==> config.mk <==
export PLATFORM = sky130hd
export DESIGN_NAME = apu_serial_frontend
export DESIGN_NICKNAME = d
export VERILOG_FILES = /design/src/rtl/apu_serial_frontend.sv
export SDC_FILE = /design/constraint.sdc
export NUM_CORES = 1
export LEC_CHECK = 0
export CAP_MARGIN = 0
export CORE_MARGIN = 10
export CORE_UTILIZATION = 39
export CTS_CLUSTER_DIAMETER = 60
export DETAILED_ROUTE_END_ITERATION = 16
export HOLD_SLACK_MARGIN = 0.02
export SYNTH_ARGS = -nofsm -noshare
export SYNTH_HDL_FRONTEND = slang
export SYNTH_SLANG_ARGS = --single-unit
==> constraint.sdc <==
create_clock -name clk -period 3.1 [get_ports clk]
set_input_delay 0.62 -clock clk [delete_from_list [all_inputs] [get_ports clk]]
set_output_delay 0.62 -clock clk [all_outputs]
set_load 0.02 [all_outputs]
==> src/rtl/apu_serial_frontend.sv <==
`default_nettype none
// ============================================================================
// Module   : apu_serial_frontend
// Purpose  : 8N1 UART receiver and two-byte register-write packet decoder,
//            with link-activity, heartbeat and framing-error indicators.
// Revision : 1.0  initial release
// ============================================================================
module apu_serial_frontend #(
    parameter int CLKRATE      = 1_789_773,
    parameter int BAUDRATE     = 9600,
    parameter int ADDR_WIDTH   = 5,
    parameter int TIMEOUT_BITS = 16,
    parameter int LINK_CYCLES  = 89_488
) (
    input  logic                  clk,
    input  logic                  rst,
    input  logic                  rx,
    output logic                  wr_en,
    output logic [ADDR_WIDTH-1:0] wr_addr,
    output logic [7:0]            wr_data,
    output logic                  frame_err,
    output logic                  link,
    output logic                  blink
);

    localparam int c_baud_div  = (CLKRATE + BAUDRATE / 2) / BAUDRATE;
    localparam int c_half      = c_baud_div / 2;
    localparam int c_blink_div = CLKRATE / 2;
    localparam int c_timeout   = TIMEOUT_BITS * c_baud_div;
    localparam int c_bit_w     = $clog2(c_baud_div + 1);
    localparam int c_to_w      = $clog2(c_timeout + 1);
    localparam int c_link_w    = $clog2(LINK_CYCLES + 1);
    localparam int c_blink_w   = $clog2(c_blink_div + 1);

    localparam logic [2:0] c_st_idle  = 3'd0;
    localparam logic [2:0] c_st_start = 3'd1;
    localparam logic [2:0] c_st_data  = 3'd2;
    localparam logic [2:0] c_st_stop  = 3'd3;
    localparam logic [2:0] c_st_break = 3'd4;

    localparam logic [0:0] c_ps_wait_addr = 1'b0;
    localparam logic [0:0] c_ps_wait_data = 1'b1;

    logic                  rx_meta_q, rx_meta_d;
    logic                  rxs_q, rxs_d;
    logic                  rxs_prev_q, rxs_prev_d;
    logic [2:0]            settle_q, settle_d;
    logic [2:0]            rx_state_q, rx_state_d;
    logic [c_bit_w-1:0]    bit_cnt_q, bit_cnt_d;
    logic [2:0]            bit_idx_q, bit_idx_d;
    logic [7:0]            shift_q, shift_d;
    logic [0:0]            ps_q, ps_d;
    logic [ADDR_WIDTH-1:0] addr_q, addr_d;
    logic [c_to_w-1:0]     to_cnt_q, to_cnt_d;
    logic                  wr_en_q, wr_en_d;
    logic [ADDR_WIDTH-1:0] wr_addr_q, wr_addr_d;
    logic [7:0]            wr_data_q, wr_data_d;
    logic                  frame_err_q, frame_err_d;
    logic [c_link_w-1:0]   link_cnt_q, link_cnt_d;
    logic [c_blink_w-1:0]  blink_cnt_q, blink_cnt_d;
    logic                  blink_q, blink_d;

    logic                  w_expire;
    logic                  w_start_edge;
    logic                  w_byte_valid;
    logic                  w_frame_bad;

    // settle_q fills with ones after reset; until then rxs/rxs_prev still hold
    // reset values and must not be mistaken for a falling edge.
    always_comb begin
        rx_meta_d    = rx;
        rxs_d        = rx_meta_q;
        rxs_prev_d   = rxs_q;
        settle_d     = {settle_q[1:0], 1'b1};
    end

    assign w_start_edge = settle_q[2] && rxs_prev_q && !rxs_q;
    assign w_expire     = (bit_cnt_q <= c_bit_w'(1));

    always_ff @(posedge clk) begin
        if (rst) begin
            rx_meta_q   <= 1'b1;
            rxs_q       <= 1'b1;
            rxs_prev_q  <= 1'b1;
            settle_q    <= 3'b000;
            rx_state_q  <= c_st_idle;
            bit_cnt_q   <= '0;
            bit_idx_q   <= '0;
            shift_q     <= '0;
            ps_q        <= c_ps_wait_addr;
            addr_q      <= '0;
            to_cnt_q    <= '0;
            wr_en_q     <= 1'b0;
            wr_addr_q   <= '0;
            wr_data_q   <= '0;
            frame_err_q <= 1'b0;
            link_cnt_q  <= '0;
            blink_cnt_q <= '0;
            blink_q     <= 1'b0;
        end else begin
            rx_meta_q   <= rx_meta_d;
            rxs_q       <= rxs_d;
            rxs_prev_q  <= rxs_prev_d;
            settle_q    <= settle_d;
            rx_state_q  <= rx_state_d;
            bit_cnt_q   <= bit_cnt_d;
            bit_idx_q   <= bit_idx_d;
            shift_q     <= shift_d;
            ps_q        <= ps_d;
            addr_q      <= addr_d;
            to_cnt_q    <= to_cnt_d;
            wr_en_q     <= wr_en_d;
            wr_addr_q   <= wr_addr_d;
            wr_data_q   <= wr_data_d;
            frame_err_q <= frame_err_d;
            link_cnt_q  <= link_cnt_d;
            blink_cnt_q <= blink_cnt_d;
            blink_q     <= blink_d;
        end
    end

    // Receiver next-state
    always_comb begin
        rx_state_d = rx_state_q;
        bit_cnt_d  = bit_cnt_q;
        bit_idx_d  = bit_idx_q;
        shift_d    = shift_q;
        case (rx_state_q)
            c_st_idle: begin
                if (w_start_edge) begin
                    rx_state_d = c_st_start;
                    bit_cnt_d  = c_bit_w'(c_half);
                end
            end
            c_st_start: begin
                if (w_expire) begin
                    if (!rxs_q) begin
                        rx_state_d = c_st_data;
                        bit_cnt_d  = c_bit_w'(c_baud_div);
                        bit_idx_d  = 3'd0;
                    end else begin
                        rx_state_d = c_st_idle;
                    end
                end else begin
                    bit_cnt_d = bit_cnt_q - c_bit_w'(1);
                end
            end
            c_st_data: begin
                if (w_expire) begin
                    shift_d   = {rxs_q, shift_q[7:1]};
                    bit_cnt_d = c_bit_w'(c_baud_div);
                    if (bit_idx_q == 3'd7) begin
                        rx_state_d = c_st_stop;
                    end else begin
                        bit_idx_d = bit_idx_q + 3'd1;
                    end
                end else begin
                    bit_cnt_d = bit_cnt_q - c_bit_w'(1);
                end
            end
            c_st_stop: begin
                if (w_expire) begin
                    rx_state_d = rxs_q ? c_st_idle : c_st_break;
                end else begin
                    bit_cnt_d = bit_cnt_q - c_bit_w'(1);
                end
            end
            c_st_break: begin
                if (rxs_q) begin
                    rx_state_d = c_st_idle;
                end
            end
            default: rx_state_d = c_st_idle;
        endcase
    end

    // Receiver outputs: byte completion events in the stop-sample cycle
    always_comb begin
        w_byte_valid = (rx_state_q == c_st_stop) && w_expire && rxs_q;
        w_frame_bad  = (rx_state_q == c_st_stop) && w_expire && !rxs_q;
    end

    // Parser next-state
    always_comb begin
        ps_d     = ps_q;
        addr_d   = addr_q;
        to_cnt_d = '0;
        case (ps_q)
            c_ps_wait_addr: begin
                if (w_byte_valid && shift_q[7]) begin
                    addr_d = shift_q[ADDR_WIDTH-1:0];
                    ps_d   = c_ps_wait_data;
                end
            end
            c_ps_wait_data: begin
                // A byte completing on the timeout cycle still wins.
                if (w_byte_valid || w_frame_bad) begin
                    ps_d = c_ps_wait_addr;
                end else if (to_cnt_q == c_to_w'(c_timeout - 1)) begin
                    ps_d = c_ps_wait_addr;
                end else begin
                    to_cnt_d = to_cnt_q + c_to_w'(1);
                end
            end
            default: ps_d = c_ps_wait_addr;
        endcase
    end

    // Parser outputs
    always_comb begin
        wr_en_d     = 1'b0;
        wr_addr_d   = wr_addr_q;
        wr_data_d   = wr_data_q;
        frame_err_d = w_frame_bad;
        if ((ps_q == c_ps_wait_data) && w_byte_valid) begin
            wr_en_d   = 1'b1;
            wr_addr_d = addr_q;
            wr_data_d = shift_q;
        end
    end

    // Link hold and heartbeat
    always_comb begin
        link_cnt_d  = link_cnt_q;
        blink_cnt_d = blink_cnt_q + c_blink_w'(1);
        blink_d     = blink_q;
        if (w_byte_valid) begin
            link_cnt_d = c_link_w'(LINK_CYCLES);
        end else if (link_cnt_q != '0) begin
            link_cnt_d = link_cnt_q - c_link_w'(1);
        end
        if (blink_cnt_q == c_blink_w'(c_blink_div - 1)) begin
            blink_cnt_d = '0;
            blink_d     = ~blink_q;
        end
    end

    assign wr_en     = wr_en_q;
    assign wr_addr   = wr_addr_q;
    assign wr_data   = wr_data_q;
    assign frame_err = frame_err_q;
    assign link      = (link_cnt_q != '0);
    assign blink     = blink_q;

endmodule
`default_nettype wire

### After elaboration in Yosys (flattened, before gate mapping)

Cells that the tools add are included.

| word-level totals | value |
|---|---|
| bits in registers | 99 |
| input bits | 3 |
| output and inout bits | 17 |
| logic and storage cells | 95 |

| cells by class | value |
|---|---|
| add/subtract/negate cells | 5 |
| order comparisons | 1 |
| eq/ne operators | 17 |
| multiplexer cells | 28 |
| bitwise gates (word level) | 2 |
| reduce and logical (&&, ||, !) cells | 22 |

Operators with widths:

| kind | number |
|---|---|
| $mux 8 | 5 |
| $mux 17 | 2 |
| $mux 3 | 11 |
| $pmux 8 s4 | 1 |
| $add 20x1->20 const B | 1 |
| $eq 20x20->1 const B | 1 |
| $ne 2x2->1 const B | 9 |
| $reduce_bool 17->1 | 1 |
| $sub 17x1->17 const B | 1 |
| $pmux 3 s5 | 1 |
| $add 12x1->12 const B | 1 |
| $eq 12x12->1 const B | 1 |
| $le 8x1->1 const B | 1 |
| $sub 8x1->8 const B | 1 |
| $logic_and 1x1->1 | 7 |
| $eq 3x2->1 const B | 2 |
| $eq 3x3->1 const B | 2 |
| $pmux 3 s2 | 1 |
| $reduce_and 6->1 | 1 |
| $mux 1 | 5 |
| $reduce_and 5->1 | 1 |
| $reduce_and 2->1 | 2 |
| $reduce_and 4->1 | 1 |
| $reduce_bool 2->1 | 2 |
| other kinds (12) | 14 |

### Depth between registers and ports, before layout

| depth | value |
|---|---|
| word-level depth | 6 |
| gate-level depth with buffers | 8 |
| gate-level depth less buffers | 7 |

### Worst setup path after synthesis

No wires, ideal clock.

| timing | value |
|---|---|
| path kind | flip-flop to output port |
| start | register link_cnt_q[2] |
| end | output link |
| data arrival time | 1.313 ns |
| data required time | 2.480 ns |
| setup slack | 1.167 ns |
| stages on the path, launching flop included | 4 |
| path buffers | 0 |
| cell sequence | dfxtp_1 nor4_2 nand4_1 nand2b_1 |

| on the way | value |
|---|---|
| longest elaborated chain between the ends | 1 |

RTL lines:

| item | RTL line | text |
|---|---|---|
| start: declaration | 59 | `logic [c_link_w-1:0] link_cnt_q, link_cnt_d;` |
| start signal: assignment | 116 | `link_cnt_q <= link_cnt_d;` |
| $reduce_bool 17->1 | 242 | `assign link = (link_cnt_q != '0);` |
| end: declaration | 22 | `output logic link,` |

No other way between the ends.

### Final worst setup path

| timing | value |
|---|---|
| start | register link_cnt_q[14] |
| end | output link |

Same word-level chain as after synthesis.

==> results.ini <==
[routing]
viasPerCell=5.15
firstDrtPassIters=4
drt_iter0_drc=197
drc_errors=0
routed_wl_um=9090
ant_nets=0
post_drt_wl_per_cell_um=13.6
dr_total_vias=3438

[worst_setup_path]
reg2reg_from=bit_cnt_q[0]$_SDFFE_PP0P_
path_max_fanout=8
worst_setup_path_end_kind=output pin
path_class=reg -> out
reg2reg_depth=8
r2r_end=to_cnt_q[4]$_SDFF_PP0_
rrSetupSlack_ps=840
crit_required_ps=2480
arrival_ps=2240
crit_path_start_kind=flip-flop

[floorplan]
std_cell_rows=38
initial_core_util_pct=39.7
die_y_um=125
core-area_sq_mm=0.0108
fp.dieArea_sq_mm=0.0156
die_x_um=125
io-pin-count=20

[timing]
hold_viol=0
max_freq_mhz=350
min_period_ps=2860
slew_violations=0
setup_slack_ps=242
clock_skew_ps=14.2
slew_headroom_pct=41.2
finalSetupViolCount=0
setup_tns_ps=0
rsz0062_at_grt=no
worst_pin_slew_ps=874
period_share_pct=92.2

[worst_hold_path]
holdPathStages=1
hold_class=reg -> reg
hold_end=rxs_prev_d$_SDFF_PP1_
worstHoldStart=rx_meta_q$_SDFF_PP1_

[placement]
place_ws_ps=405
hpwl_um=6240
finalWeightedCongestion=0.836
numPortBuffers=19

[power_and_ir_drop]
clockPowerShare_pct=24.0
pwr_density_cell_mw_per_mm2=723
p_int_w=0.00222
seq_power_share_pct=43.6
leakagePower_nw=1.65
power_switching_w=0.00125
combPwrFrac_pct=32.4
ir_worst_vdd_mv=0.312
p_sw_share_pct=36.1

[global_routing]
grt_pass1_wl_um=15800
antenna_found_initial=0
grt_max_degree=54
grt_pass1_vias=3423
grt_usage_pct=11.8
grt_overflow=0

[yosys]
ys.warnings.count=0
netlist_area_sq_mm=0.00429
synth_top_area_share_pct=46.2
avgSynthCellArea_sq_um=8.44
synth-main-ff-cell=dfxtp_1
syn_nets=519
syn_inst=508
seq_area_frac_synth_pct=46.2
synthTopCellsByArea=dfxtp_1, nor2_1, nand2_1
synth_edf_count=0
yosysTopAreaCell=dfxtp_1
ys_seq_elements=99
async_flop_share_pct=0
yosysMostFrequentCell=dfxtp_1
synth_cell_types=52
synth_commonest_cells=dfxtp_1, nor2_1, nand2_1, a21oi_1, xnor2_1

[finish]
postLayoutCoreUtil_pct=44.6
antennaDiodeCount=0
drive_gt1_share_pct=6.64
nets=534
synthToLayoutAreaGrowth_pct=12.2

[clock_network]
cts_hold_buf=0
cts-buffers-inserted=9
cts_tree=built
clkTransAtPathRegs_ps=90
clock_latency_ps=380
clock_sinks=99
h-tree-depth=3
clock_path_buffers=2
cts_root_buffer=clkbuf_8

[run]
cap_violations=0

[status]
outcome=finished clean

## final cells by class
cell class                 count  area, sq um
clock buffer                  11          141
clock inverter                 4         51.3
fill                        1074         5980
inverter                      12         45.0
multi-input combinational    377         2190
sequential                    99         1980
tap                          140          175
timing repair buffer          24          223
## worst max-delay path: stages (launching register included)
cell and delay [ps]:
dfxtp_1 340, nor3_1 380, and2_1 370, nand2b_1 190, clkdlybuf4s50_1 580
## state kept, by name, indices dropped and copies added, names as in the netlist, 3 cells and up
| name | flops |
|---|---|
| rx_state_q | 3 |
| blink_cnt_q | 20 |
| addr_q | 5 |
| bit_cnt_q | 8 |
| shift_q | 8 |
| wr_addr | 5 |
| wr_data | 8 |
| link_cnt_q | 17 |
| bit_idx_q | 3 |
| to_cnt_q | 12 |
| settle_q | 3 |
## placed cells by master, fill, tap and decap left out, types with 4 or more instances in the layout
master,synthesis,layout
nand2_1,64,64
nor4_1,4,4
nand4b_1,4,4
nand3_1,21,21
nor3b_1,5,5
a21oi_1,43,43
or3_1,7,7
nor2_1,77,77
o21ai_0,13,12
inv_1,12,12
or2_2,4,4
a31oi_1,5,5
dfxtp_1,99,99
ha_1,8,8
nand4_1,9,9
and2_1,4,4
mux2i_1,8,8
buf_4,1,5
nor3_1,19,18
clkbuf_8,0,10
xnor2_1,22,22
clkdlybuf4s50_1,0,18
xor2_1,18,18
## cells by family (layout without fill, tap and decap cells)
| family | after synthesis | count (layout) | synth area share [%] |
|---|---|---|---|
| buf+inv | 32 | 51 | 2.98 |
| simple gates | 242 | 242 | 27.6 |
| xor+xnor | 40 | 40 | 8.17 |
| compound gates | 78 | 78 | 10.5 |
| flops | 99 | 99 | 46.2 |
| mux | 8 | 8 | 1.87 |
| fa+ha+maj | 9 | 9 | 2.60 |
## power groups by stage
stage	registers, W	logic (W)	clock network (W)
3_3_place_gp	0.00152	0.00106	0
4_1_cts	0.00151	0.00111	0.000862
3_5_place_dp	0.00153	0.00109	0
2_1_floorplan	0.00150	0.000889	0
5_1_grt	0.00154	0.00126	0.000910
6_report	0.00152	0.00113	0.000835
## routing by layer
layer  share of wire (%)  vias to the layer above  track usage [%]
li1                    -                     1782                -
met2                  44                       41             18.0
met1                  50                     1604             14.7
met4                 2.0                        0             5.83
met3                 3.9                       11             3.62
met5                   0                        -                0
## through the flow
step | hold slack (ps) | total power [W] | area (sq um) | cells
2_1_floorplan | 389 | 0.00239 | 4290 | 508
3_3_place_gp | 403 | 0.00259 | 4590 | 651
3_5_place_dp | 398 | 0.00263 | 4590 | 651
4_1_cts | 426 | 0.00348 | 4800 | 666
5_1_grt | 438 | 0.00370 | 4810 | 667
6_report | 421 | 0.00348 | 4810 | 667
## worst max path at each step
stage,from,to,cells after the start
after floorplan,link_cnt_q[2]$_SDFFE_PP0P_,link,3
after CTS,link_cnt_q[2]$_SDFFE_PP0P_,link,4
after global routing,link_cnt_q[14]$_SDFFE_PP0P_,link,4
after detailed placement,link_cnt_q[4]$_SDFFE_PP0P_,link,4
final,link_cnt_q[14]$_SDFFE_PP0P_,link,4
after global placement,link_cnt_q[2]$_SDFFE_PP0P_,link,4
## what timing repair did
action                                 4_1_cts  5_1_grt
gates resized for setup                      1        1
setup buffers                                0        1
setup endpoints to repair                    1        1
endpoints found under the hold margin        0        0
pin swaps                                    0        1
Power figures use the tool's default switching activity.
